==> src/rtl/alu_share_arbiter.sv <==
// Shares one external 16-bit ALU between two requesters; operands are registered and the result is captured.
// Latency: accept at edge N, ALU driven in cycle N+1, response valid in N+2; one operation per 3 cycles at best.
// Backpressure: a stalled response holds RESP and both request readies stay low. ALU_ARB_FIXED_PRIO_EN selects fixed priority.
module alu_share_arbiter #(
    parameter int DATA_W = 16,
    parameter int CTRL_W = 3
) (
    input  logic              clk,
    input  logic              rst_n,

    input  logic              req0_valid,
    output logic              req0_ready,
    input  logic [DATA_W-1:0] req0_a,
    input  logic [DATA_W-1:0] req0_b,
    input  logic [CTRL_W-1:0] req0_op,

    input  logic              req1_valid,
    output logic              req1_ready,
    input  logic [DATA_W-1:0] req1_a,
    input  logic [DATA_W-1:0] req1_b,
    input  logic [CTRL_W-1:0] req1_op,

    output logic              rsp0_valid,
    input  logic              rsp0_ready,
    output logic [DATA_W-1:0] rsp0_result,
    output logic              rsp0_zero,

    output logic              rsp1_valid,
    input  logic              rsp1_ready,
    output logic [DATA_W-1:0] rsp1_result,
    output logic              rsp1_zero,

    output logic [DATA_W-1:0] alu_a,
    output logic [DATA_W-1:0] alu_b,
    output logic [CTRL_W-1:0] alu_control,
    input  logic [DATA_W-1:0] alu_result,
    input  logic              alu_zero,

    output logic              busy
);

    typedef enum logic [1:0] {
        ST_IDLE = 2'd0,
        ST_EXEC = 2'd1,
        ST_RESP = 2'd2
    } state_t;

    state_t              r_state;
    state_t              w_state_nxt;

    logic [DATA_W-1:0]   r_a;
    logic [DATA_W-1:0]   r_b;
    logic [CTRL_W-1:0]   r_op;
    logic                r_gnt_id;
    logic [DATA_W-1:0]   r_result;
    logic                r_zero;

    logic                w_any_vld;
    logic                w_gnt_id;
    logic                w_req0_rdy;
    logic                w_req1_rdy;
    logic                w_rsp0_vld;
    logic                w_rsp1_vld;
    logic                w_accept;
    logic                w_rsp_hs;

`ifdef ALU_ARB_FIXED_PRIO_EN
    always_comb begin
        w_any_vld = req0_valid | req1_valid;
        w_gnt_id  = ~req0_valid;
    end
`else
    logic                r_last_grant;

    // On a tie the requester that was not served last wins.
    always_comb begin
        w_any_vld = req0_valid | req1_valid;
        if (req0_valid && req1_valid)
            w_gnt_id = ~r_last_grant;
        else
            w_gnt_id = ~req0_valid;
    end

    always_ff @(posedge clk or negedge rst_n) begin
        if (!rst_n)
            r_last_grant <= 1'b1;
        else if (w_accept)
            r_last_grant <= w_gnt_id;
    end
`endif

    always_ff @(posedge clk or negedge rst_n) begin
        if (!rst_n)
            r_state <= ST_IDLE;
        else
            r_state <= w_state_nxt;
    end

    always_comb begin
        w_state_nxt = r_state;
        case (r_state)
            ST_IDLE: if (w_accept) w_state_nxt = ST_EXEC;
            ST_EXEC: w_state_nxt = ST_RESP;
            ST_RESP: if (w_rsp_hs) w_state_nxt = ST_IDLE;
            default: w_state_nxt = ST_IDLE;
        endcase
    end

    always_comb begin
        w_req0_rdy = (r_state == ST_IDLE) && w_any_vld && (w_gnt_id == 1'b0);
        w_req1_rdy = (r_state == ST_IDLE) && w_any_vld && (w_gnt_id == 1'b1);
        w_rsp0_vld = (r_state == ST_RESP) && (r_gnt_id == 1'b0);
        w_rsp1_vld = (r_state == ST_RESP) && (r_gnt_id == 1'b1);
        busy       = (r_state != ST_IDLE);
    end

    assign w_accept = (w_req0_rdy & req0_valid) | (w_req1_rdy & req1_valid);
    assign w_rsp_hs = (w_rsp0_vld & rsp0_ready) | (w_rsp1_vld & rsp1_ready);

    always_ff @(posedge clk or negedge rst_n) begin
        if (!rst_n) begin
            r_a      <= '0;
            r_b      <= '0;
            r_op     <= '0;
            r_gnt_id <= 1'b0;
        end else if (w_accept) begin
            r_a      <= w_gnt_id ? req1_a  : req0_a;
            r_b      <= w_gnt_id ? req1_b  : req0_b;
            r_op     <= w_gnt_id ? req1_op : req0_op;
            r_gnt_id <= w_gnt_id;
        end
    end

    // The ALU sees only registered operands, so its full cycle ends at this capture.
    always_ff @(posedge clk or negedge rst_n) begin
        if (!rst_n) begin
            r_result <= '0;
            r_zero   <= 1'b0;
        end else if (r_state == ST_EXEC) begin
            r_result <= alu_result;
            r_zero   <= alu_zero;
        end
    end

    assign req0_ready  = w_req0_rdy;
    assign req1_ready  = w_req1_rdy;
    assign rsp0_valid  = w_rsp0_vld;
    assign rsp1_valid  = w_rsp1_vld;
    assign rsp0_result = r_result;
    assign rsp1_result = r_result;
    assign rsp0_zero   = r_zero;
    assign rsp1_zero   = r_zero;
    assign alu_a       = r_a;
    assign alu_b       = r_b;
    assign alu_control = r_op;

endmodule
==> config.mk <==
export PLATFORM = sky130hd
export DESIGN_NAME = alu_share_arbiter
export DESIGN_NICKNAME = d
export VERILOG_FILES = /design/src/rtl/alu_share_arbiter.sv
export SDC_FILE = /design/constraint.sdc
export NUM_CORES = 1
export LEC_CHECK = 0
export ABC_AREA = 0
export BUFFER_PORTS_ARGS = -buffer_cell sky130_fd_sc_hd__clkbuf_2
export CAP_MARGIN = 5
export CORE_UTILIZATION = 43
export CTS_CLUSTER_SIZE = 8
export DETAILED_ROUTE_END_ITERATION = 8
export PLACE_DENSITY = 0.84
export SLEW_MARGIN = 0
export SYNTH_ARGS = -nofsm -noshare
export SYNTH_HDL_FRONTEND = slang
export SYNTH_SLANG_ARGS = --single-unit
export TNS_END_PERCENT = 10
==> constraint.sdc <==
create_clock -name clk -period 1.8 [get_ports clk]
set_input_delay 0.27 -clock clk [delete_from_list [all_inputs] [get_ports clk]]
set_output_delay 0.27 -clock clk [all_outputs]
set_load 0.01 [all_outputs]
==> results.py, run 1 <==
metrics = {
    "status": {
        "status": "completed",
    },
    "finish": {
        "drive_gt1_frac": 0.494,
        "final_nets": 513,
        "synthToLayoutAreaGrowth_pct": 31.5,
        "num_antenna_cells": 0,
        "finalInstanceArea_sq_um": 3600,
    },
    "place": {
        "portBuffers": 166,
        "place_area_sq_um": 3490,
        "place_congestion": 0.745,
        "pre_cts_slack_ps": 252,
        "hpwl_um": 5620,
    },
    "sta": {
        "max_freq_mhz": 585,
        "min_period_ps": 1710,
        "finalClockSkew_ps": 9.45,
        "hold_violations": 0,
        "tightest_slew_ps": 400,
        "min_period_over_period": 0.950,
        "setup_viol": 0,
        "slew_headroom": 0.734,
        "setup_tns_ps": 0,
        "setup_ws_ps": 89.3,
        "rsz0062_at_grt": "false",
        "report.final.slew_viol_count": 0,
    },
    "detailed_routing": {
        "drtIter0Drc": 111,
        "wl_per_cell_um": 15.8,
        "finalWirelength_um": 7850,
        "drtPass1Iterations": 5,
        "post-route-drc-count": 0,
        "routed_via_density": 5.47,
        "vias": 2714,
        "postRouteAntennaNets": 0,
    },
    "yosys": {
        "synth.area.top_cells": "dfrtp_1 50%, a31oi_1 8.2%, mux2_2 7.4%, a21oi_1 7.0%, nand3_1 6.4%",
        "synth_area_per_cell_sq_um": 9.80,
        "ys_seq_elements": 56,
        "yosys.area.top_type_share": 0.503,
        "syn_nets": 372,
        "yosysSeqAreaShare": 0.513,
        "syn_area_sq_um": 2730,
        "synth.distinct_cells": 21,
        "syn_inst": 279,
        "ys_warn_count": 0,
        "synth_top_area_cell": "dfrtp_1",
    },
    "worst_setup_path": {
        "crit_arrival_ps": 1440,
        "start_kind": "register",
        "cp_max_fo": 5,
        "cpPeakStageDelay_ps": 430,
        "end_kind": "primary output",
        "critPathRequiredTime_ps": 1530,
        "path_cells": "nor2_4 -> inv_1 -> nor3_1 -> clkbuf_2",
        "worstSetupPathType": "register to primary output",
        "cpLargestDelayFamily": "simple AND/OR/NAND/NOR gates",
        "cp_num_buf_inv": 2,
        "slowest_stage": "dfrtp_1",
    },
    "floorplanning": {
        "initial_core_util": 0.454,
        "core-area_sq_um": 6030,
        "num_io_pins": 167,
        "die-area_sq_um": 6680,
        "rows": 28,
        "fp.dieH_um": 81.7,
        "die_w_um": 81.7,
    },
    "pwr": {
        "total_power_mw": 6.12,
        "swShare": 0.416,
        "p_clk_frac": 0.114,
        "power.internal_mw": 3.57,
        "p_leak_nw": 1.76,
        "p_comb_frac": 0.502,
        "power_density_nw_per_um2": 1700,
        "power_switching_mw": 2.55,
        "vdd_ir_drop_max_mv": 0.895,
        "seq_power_share": 0.384,
    },
    "cts": {
        "h-tree-depth": 2,
        "cts_tree": "yes",
        "cts_sinks": 56,
        "clock-root-buffer": "clkbuf_8",
        "clkSlewWorstSetupHoldPaths_ps": 100,
        "clock_path_buffers": 2,
        "cts_buffers": 5,
        "clk_latency_ps": 300,
    },
    "global_route": {
        "antenna_found_initial": 0,
        "overflow": 0,
        "grt_max_degree": 57,
        "grt_pass1_vias": 2404,
        "grt_usage": 0.229,
        "grt_pass1_wl_um": 11600,
    },
    "hold_path": {
        "hold_path.class": "input pin to register",
    },
    "flow_run": {
        "maxCapViolations": 0,
    },
}
-- cell usage in the layout, fill, tap and decap left out, drive strengths merged --
| cell | n |
|---|---|
| a21oi | 38 |
| a31oi | 36 |
| and2 | 1 |
| buf | 13 |
| clkbuf | 173 |
| clkinvlp | 1 |
| dfrtp | 55 |
| dfstp | 1 |
| dlygate4sd3 | 1 |
| inv | 3 |
| mux2 | 18 |
| nand2 | 1 |
| nand2b | 3 |
| nand3 | 35 |
| nor2 | 3 |
| nor2b | 1 |
| nor3 | 1 |
| o21ai | 36 |
| or2 | 1 |
-- sequential cells by signal, indices dropped and copies added (netlist names) --
| signal | cells |
|---|---|
| alu_b | 16 |
| r_last_grant | 1 |
| r_state | 2 |
| alu_a | 16 |
| rsp0_result | 16 |
| r_gnt_id | 1 |
| alu_control | 3 |
| rsp0_zero | 1 |
-- stage by stage --
| stage | hold WS (ps) | utilization | instances |
|---|---|---|---|
| finish | 187 | 0.597 | 496 |
| global route | 183 | 0.597 | 496 |
| CTS | 183 | 0.597 | 496 |
| detailed placement | 299 | 0.580 | 487 |
| global placement | 291 | 0.580 | 487 |
| floorplan | -25.6 | - | 279 |
-- per-layer routing --
metal	share of wire	track usage	up-vias
li1	-	-	1273
met1	0.39	0.278	1289
met2	0.53	0.413	142
met3	0.071	0.0356	10
met4	0.011	0.0684	0
met5	0	0	-
-- cells by family after synthesis --
group / after synthesis / synth area share
buf+inv: 49 / 0.109
compound gates: 110 / 0.218
simple gates: 46 / 0.0860
flops: 56 / 0.513
mux: 18 / 0.0741
-- path summary, 6_finish.rpt --
check                                           start                         end  slack, ps  cells past startpoint
min reg2reg                rsp0_result[2]$_DFFE_PN0N_  rsp0_result[2]$_DFFE_PN0N_        540                      1
max reg2reg                    r_state[0]$_DFFE_PN0P_       alu_a[14]$_DFFE_PN0P_        230                      4
max in group asynchronous                       rst_n    r_last_grant$_DFFE_PN1P_       1040                      3
max                            r_state[0]$_DFFE_PN0P_                  req0_ready         90                      4
min                                     alu_result[4]  rsp0_result[4]$_DFFE_PN0N_        190                      2
min in group asynchronous                       rst_n      r_state[1]$_DFFE_PN0P_        490                      3
-- worst reg2reg max path, stage by stage, from the launching register on --
cell     delay (ps)
dfrtp_1         430
nor2_4          180
buf_4           220
and2_4          430
a31oi_1         170
-- power by group through the flow --
stage / Clock (mW) / Sequential [mW] / Combinational (mW)
5_1_grt: 0.774 / 2.43 / 3.38
6_report: 0.699 / 2.35 / 3.07
3_3_place_gp: 0 / 2.32 / 3.01
3_5_place_dp: 0 / 2.37 / 3.11
4_1_cts: 0.722 / 2.35 / 3.11
2_1_floorplan: 0 / 2.58 / 1.83
-- synth_stat cells --
library cell / number
inv_1: 3
nand2b_1: 3
nand3_1: 35
buf_6: 5
buf_1: 1
nor2_1: 3
dfrtp_1: 55
nor2b_1: 1
or2_1: 1
buf_4: 17
nor3_1: 1
mux2_2: 18
a31oi_1: 36
nand2_1: 1
and2_4: 1
clkbuf_1: 13
a21oi_1: 38
o21ai_0: 35
o21ai_1: 1
buf_2: 10
dfstp_2: 1
-- layout make-up --
type	instances	area, sq um
clock buffer	7	86.3
tap	75	93.8
inverter	3	11.3
clock inverter	1	7.51
fill	545	2430
multi-input combinational	174	1040
timing repair buffer	180	951
sequential	56	1400
-- what timing repair did --
action                                 CTS  global route
resized for setup                        0             0
hold buffers                             1             0
endpoints found under the hold margin   55             0
setup buffers                            0             0
(Power assumes the default switching activity.)
==> inputs of run 2 (changes only) <==
--- a/config.mk
+++ b/config.mk
@@ -5,7 +5,6 @@
 export SDC_FILE = /design/constraint.sdc
 export NUM_CORES = 1
 export LEC_CHECK = 0
-export ABC_AREA = 0
 export BUFFER_PORTS_ARGS = -buffer_cell sky130_fd_sc_hd__clkbuf_2
 export CAP_MARGIN = 5
 export CORE_UTILIZATION = 43
==> constraint.sdc (replaced) <==
create_clock -name clk -period 1.8 [get_ports clk]
set_input_delay 0.27 -clock clk [delete_from_list [all_inputs] [get_ports clk]]
set_output_delay 0.27 -clock clk [all_outputs]
set_load 0.02 [all_outputs]
==> results.py, run 2 (synthesis gave the netlist of run 1 again) <==
metrics = {
    "sta": {
        "rsz0062_at_grt": "false",
        "min_period_over_period": 0.937,
        "setup_tns_ps": 0,
        "tightest_slew_ps": 478,
        "setup_viol": 0,
        "hold_violations": 0,
        "report.final.slew_viol_count": 0,
        "slew_headroom": 0.681,
        "finalClockSkew_ps": 5.04,
        "timing.hold.ws_ps": 193,
        "max_freq_mhz": 593,
        "min_period_ps": 1690,
    },
    "finish": {
        "finalInstanceArea_sq_um": 3620,
        "num_antenna_cells": 0,
        "drive_gt1_frac": 0.499,
        "final_cell_mix": "166 x clkbuf_2, 55 x dfrtp_1, 38 x a21oi_1",
        "final_cells": 496,
        "final_common_cell": "clkbuf_2",
        "fillers": 539,
        "synthToLayoutAreaGrowth_pct": 32.4,
        "final_nets": 513,
    },
    "detailed_routing": {
        "drtPass1Iterations": 4,
        "wl_per_cell_um": 15.0,
        "postRouteAntennaNets": 0,
        "finalWirelength_um": 7460,
        "vias": 2700,
        "post-route-drc-count": 0,
        "drtIter0Drc": 105,
        "routed_via_density": 5.44,
    },
    "place": {
        "portBuffers": 166,
        "place_area_sq_um": 3480,
        "hpwl_um": 5590,
        "place_congestion": 0.803,
        "place_inst": 487,
    },
    "floorplanning": {
        "die-area_sq_um": 6680,
        "initial_core_util": 0.454,
        "die_w_um": 81.7,
        "num_io_pins": 167,
        "fp.dieH_um": 81.7,
        "core-area_sq_um": 6030,
        "rows": 28,
    },
    "global_route": {
        "antenna_found_initial": 0,
        "grt_usage": 0.223,
        "overflow": 0,
        "grt_pass1_vias": 2384,
        "grt_pass1_wl_um": 11400,
        "grt_max_degree": 38,
    },
    "pwr": {
        "total_power_mw": 6.89,
        "vdd_ir_drop_max_mv": 1.13,
        "p_leak_nw": 1.77,
        "power_density_nw_per_um2": 1900,
    },
    "hold_path": {
        "hold_path_depth": 2,
        "hold_path.class": "input pin to register",
        "min_from": "alu_result[6]",
        "holdPathEnd": "rsp0_result[6]$_DFFE_PN0N_",
    },
    "flow_run": {
        "maxCapViolations": 0,
    },
    "cts": {
        "cts_tree": "yes",
        "clock_path_buffers": 2,
        "clkSlewWorstSetupHoldPaths_ps": 100,
        "cts_sinks": 56,
        "h-tree-depth": 2,
        "cts_buffers": 5,
        "clock-root-buffer": "clkbuf_8",
        "clk_latency_ps": 300,
    },
    "worst_setup_path": {
        "worstSetupPathType": "register to primary output",
        "end_kind": "primary output",
        "start_kind": "register",
        "reg2reg_slack_ps": 420,
        "critPathRequiredTime_ps": 1530,
        "crit_arrival_ps": 1420,
        "rr_worst_depth": 3,
        "r2r_start": "r_state[0]$_DFFE_PN0P_",
        "cp_max_fo": 8,
        "reg2reg_to": "alu_a[14]$_DFFE_PN0P_",
    },
    "status": {
        "status": "completed",
    },
}
[run 2: worst max-delay path, stage by stage, from the launching register on]
cell and delay (ps):
dfrtp_1 430, nor2_4 210, inv_1 90, nor3_2 190
clkbuf_2 200
[run 2: timing repair]
action	in CTS	in global routing
endpoints found under the hold margin	16	0
hold buffers	1	0
gates resized for setup	0	1
endpoints found under the setup margin	0	1
buffers inserted	0	0
[run 2: how the worst max path moves through the flow]
stage	end	slack, ps	start
floorplan	req0_ready	90	r_state[0]$_DFFE_PN0P_
global placement	req0_ready	440	r_state[0]$_DFFE_PN0P_
detailed placement	req0_ready	400	r_state[0]$_DFFE_PN0P_
CTS	req0_ready	50	r_state[0]$_DFFE_PN0P_
global route	req0_ready	10	r_state[0]$_DFFE_PN0P_
finish	req0_ready	110	r_state[0]$_DFFE_PN0P_
[run 2: layer usage]
| metal | up-vias | global-route usage | wire, um |
|---|---|---|---|
| met5 | - | 0 | 0 |
| met4 | 0 | 0.0544 | 70 |
| met3 | 4 | 0.0411 | 509 |
| met2 | 126 | 0.412 | 3910 |
| met1 | 1293 | 0.264 | 2970 |
| li1 | 1277 | - | - |
[run 2: power by group]
part / switching (mW) / internal [mW] / leakage (nW)
Clock: 0.383 / 0.491 / 0.0645
Sequential: 0.418 / 1.92 / 0.636
Combinational: 2.35 / 1.33 / 1.07
Total: 3.15 / 3.74 / 1.77
[run 2: final cells by class]
| cell class | count | area, sq um | area share |
|---|---|---|---|
| multi-input combinational | 174 | 1050 | 0.290 |
| clock inverter | 1 | 30.0 | 0.00829 |
| inverter | 3 | 11.3 | 0.00311 |
| timing repair buffer | 180 | 938 | 0.259 |
| clock buffer | 7 | 96.3 | 0.0266 |
| tap | 75 | 93.8 | 0.0259 |
| sequential | 56 | 1400 | 0.387 |
[run 2: metrics by stage]
step            util  setup slack (ps)
2_1_floorplan      -              90.3
3_3_place_gp   0.577               439
3_5_place_dp   0.577               399
4_1_cts        0.600              53.1
5_1_grt        0.601              13.2
6_report       0.601               114
==> inputs of run 3 (changes only) <==
--- a/config.mk
+++ b/config.mk
@@ -10,7 +10,7 @@
 export CORE_UTILIZATION = 43
 export CTS_CLUSTER_SIZE = 8
 export DETAILED_ROUTE_END_ITERATION = 8
-export PLACE_DENSITY = 0.84
+export PLACE_DENSITY = 0.8
 export SLEW_MARGIN = 0
 export SYNTH_ARGS = -nofsm -noshare
 export SYNTH_HDL_FRONTEND = slang
==> results.py, run 3 (synthesis gave the netlist of run 1 again) <==
metrics = {
    "status": {
        "status": "completed",
    },
    "finish": {
        "final_common_cell": "clkbuf_2",
        "post-route-util": 0.603,
        "drive_gt1_frac": 0.498,
        "final_cell_mix": "166 x clkbuf_2, 55 x dfrtp_1, 38 x a21oi_1",
        "final_nets": 513,
        "num_antenna_cells": 0,
        "synthToLayoutAreaGrowth_pct": 33.0,
    },
    "global_route": {
        "grt_pass1_vias": 2321,
        "overflow": 0,
        "grt_pass1_wl_um": 11600,
        "grt_max_degree": 57,
        "antenna_found_initial": 0,
        "grt_usage": 0.228,
    },
    "sta": {
        "tightest_slew_ps": 385,
        "finalClockSkew_ps": 10.6,
        "setup_ws_ps": 169,
        "setup_tns_ps": 0,
        "hold_violations": 0,
        "min_period_over_period": 0.906,
        "max_freq_mhz": 613,
        "rsz0062_at_grt": "false",
        "min_period_ps": 1630,
        "slew_headroom": 0.743,
        "setup_viol": 0,
        "report.final.slew_viol_count": 0,
    },
    "detailed_routing": {
        "vias": 2656,
        "drtPass1Iterations": 4,
        "finalWirelength_um": 7570,
        "wl_met1_um": 3090,
        "routed_via_density": 5.37,
        "wl_met3_um": 655,
        "post-route-drc-count": 0,
        "wl_per_cell_um": 15.3,
        "wl_met2_um": 3740,
        "postRouteAntennaNets": 0,
        "drtIter0Drc": 124,
        "dr.max_layer_used": "met4",
    },
    "pwr": {
        "power_switching_mw": 3.17,
        "power.internal_mw": 3.81,
        "p_leak_nw": 1.78,
        "p_comb_frac": 0.531,
        "swShare": 0.454,
        "seq_power_share": 0.335,
        "power_density_nw_per_um2": 1920,
        "vdd_ir_drop_max_mv": 1.10,
        "p_clk_frac": 0.134,
    },
    "worst_setup_path": {
        "path_cells": "nor2_4 -> inv_1 -> nor3_2 -> clkbuf_2",
        "cpLargestDelayFamily": "flip-flops",
        "cp_max_fo": 6,
        "worstSetupPathType": "register to primary output",
        "reg2reg_slack_ps": 240,
        "critPathRequiredTime_ps": 1530,
        "crit_arrival_ps": 1360,
        "cp_num_buf_inv": 2,
        "start_kind": "register",
        "slowest_stage": "dfrtp_1",
        "end_kind": "primary output",
        "cpPeakStageDelay_ps": 420,
    },
    "hold_path": {
        "hold_path.class": "input pin to register",
    },
    "flow_run": {
        "maxCapViolations": 0,
    },
    "floorplanning": {
        "fp.dieH_um": 81.7,
        "initial_core_util": 0.454,
        "die_w_um": 81.7,
        "num_io_pins": 167,
        "die-area_sq_um": 6680,
        "core-area_sq_um": 6030,
        "rows": 28,
    },
    "place": {
        "hpwl_um": 5550,
        "place_congestion": 0.796,
        "portBuffers": 166,
        "pre_cts_slack_ps": 231,
    },
    "cts": {
        "h-tree-depth": 2,
        "clock_path_buffers": 2,
        "clkSlewWorstSetupHoldPaths_ps": 100,
        "postCtsSetupBuffers": 0,
        "cts_buffers": 5,
        "clock-root-buffer": "clkbuf_8",
        "cts_tree": "yes",
        "clk_latency_ps": 300,
        "cts_sinks": 56,
    },
}
[run 3: changes by cell type in the layout (fill, tap and decap cells not counted)]
cell / delta
buf_12: +1
buf_4: -1
bufinv_16: +1
clkbuf_8: -2
[run 3: worst register-to-register path, stage by stage (launching register included)]
cell	delay, ps
dfrtp_1	420
nor2_4	180
buf_4	230
and2_4	420
a31oi_1	170
[run 3: final cells by class]
| class | count | area, sq um |
|---|---|---|
| multi-input cells | 174 | 1050 |
| flip-flops and latches | 56 | 1400 |
| clock buffers | 5 | 68.8 |
| well taps | 75 | 93.8 |
| inverters | 3 | 11.3 |
| repair buffers | 180 | 951 |
| clock inverters | 2 | 60.1 |
| fillers | 512 | 2390 |
[run 3: what timing repair did]
| item | CTS | global route |
|---|---|---|
| endpoints found under the hold margin | 55 | 0 |
| endpoints found under the setup margin | 0 | 1 |
| hold buffers | 1 | 0 |
| resized for setup | 0 | 1 |
[run 3: power by group through the flow]
stage               registers [mW]  logic [mW]  clock network [mW]
floorplan                     3.03        2.02                   0
global placement              2.32        3.65                   0
detailed placement            2.36        3.74                   0
CTS                           2.34        3.75               0.960
global route                  2.43        4.05                1.01
finish                        2.34        3.71               0.932
[run 3: metrics by stage]
step | hold slack (ps) | cells | cell area, sq um | power, mW
4_1_cts | 182 | 495 | 3630 | 7.04
6_report | 193 | 495 | 3640 | 6.98
3_3_place_gp | 290 | 487 | 3490 | 5.98
2_1_floorplan | -25.6 | 279 | 2730 | 5.05
3_5_place_dp | 293 | 487 | 3490 | 6.11
5_1_grt | 180 | 495 | 3640 | 7.49
[run 3: worst paths after layout]
kind | start | end | cells after the start
worst max register to register | r_state[0]$_DFFE_PN0P_ | alu_a[14]$_DFFE_PN0P_ | 4
worst min-delay path | alu_result[11] | rsp0_result[11]$_DFFE_PN0N_ | 2
min in group asynchronous | rst_n | alu_b[12]$_DFFE_PN0P_ | 3
worst min register to register | rsp0_result[6]$_DFFE_PN0N_ | rsp0_result[6]$_DFFE_PN0N_ | 1
max in group asynchronous | rst_n | r_last_grant$_DFFE_PN1P_ | 3
worst max-delay path | r_state[0]$_DFFE_PN0P_ | req0_ready | 4
[run 3: layer usage]
layer,up-vias,GRT usage
li1,1276,-
met1,1243,0.300
met2,127,0.380
met3,10,0.0456
met4,0,0.0614
met5,-,0
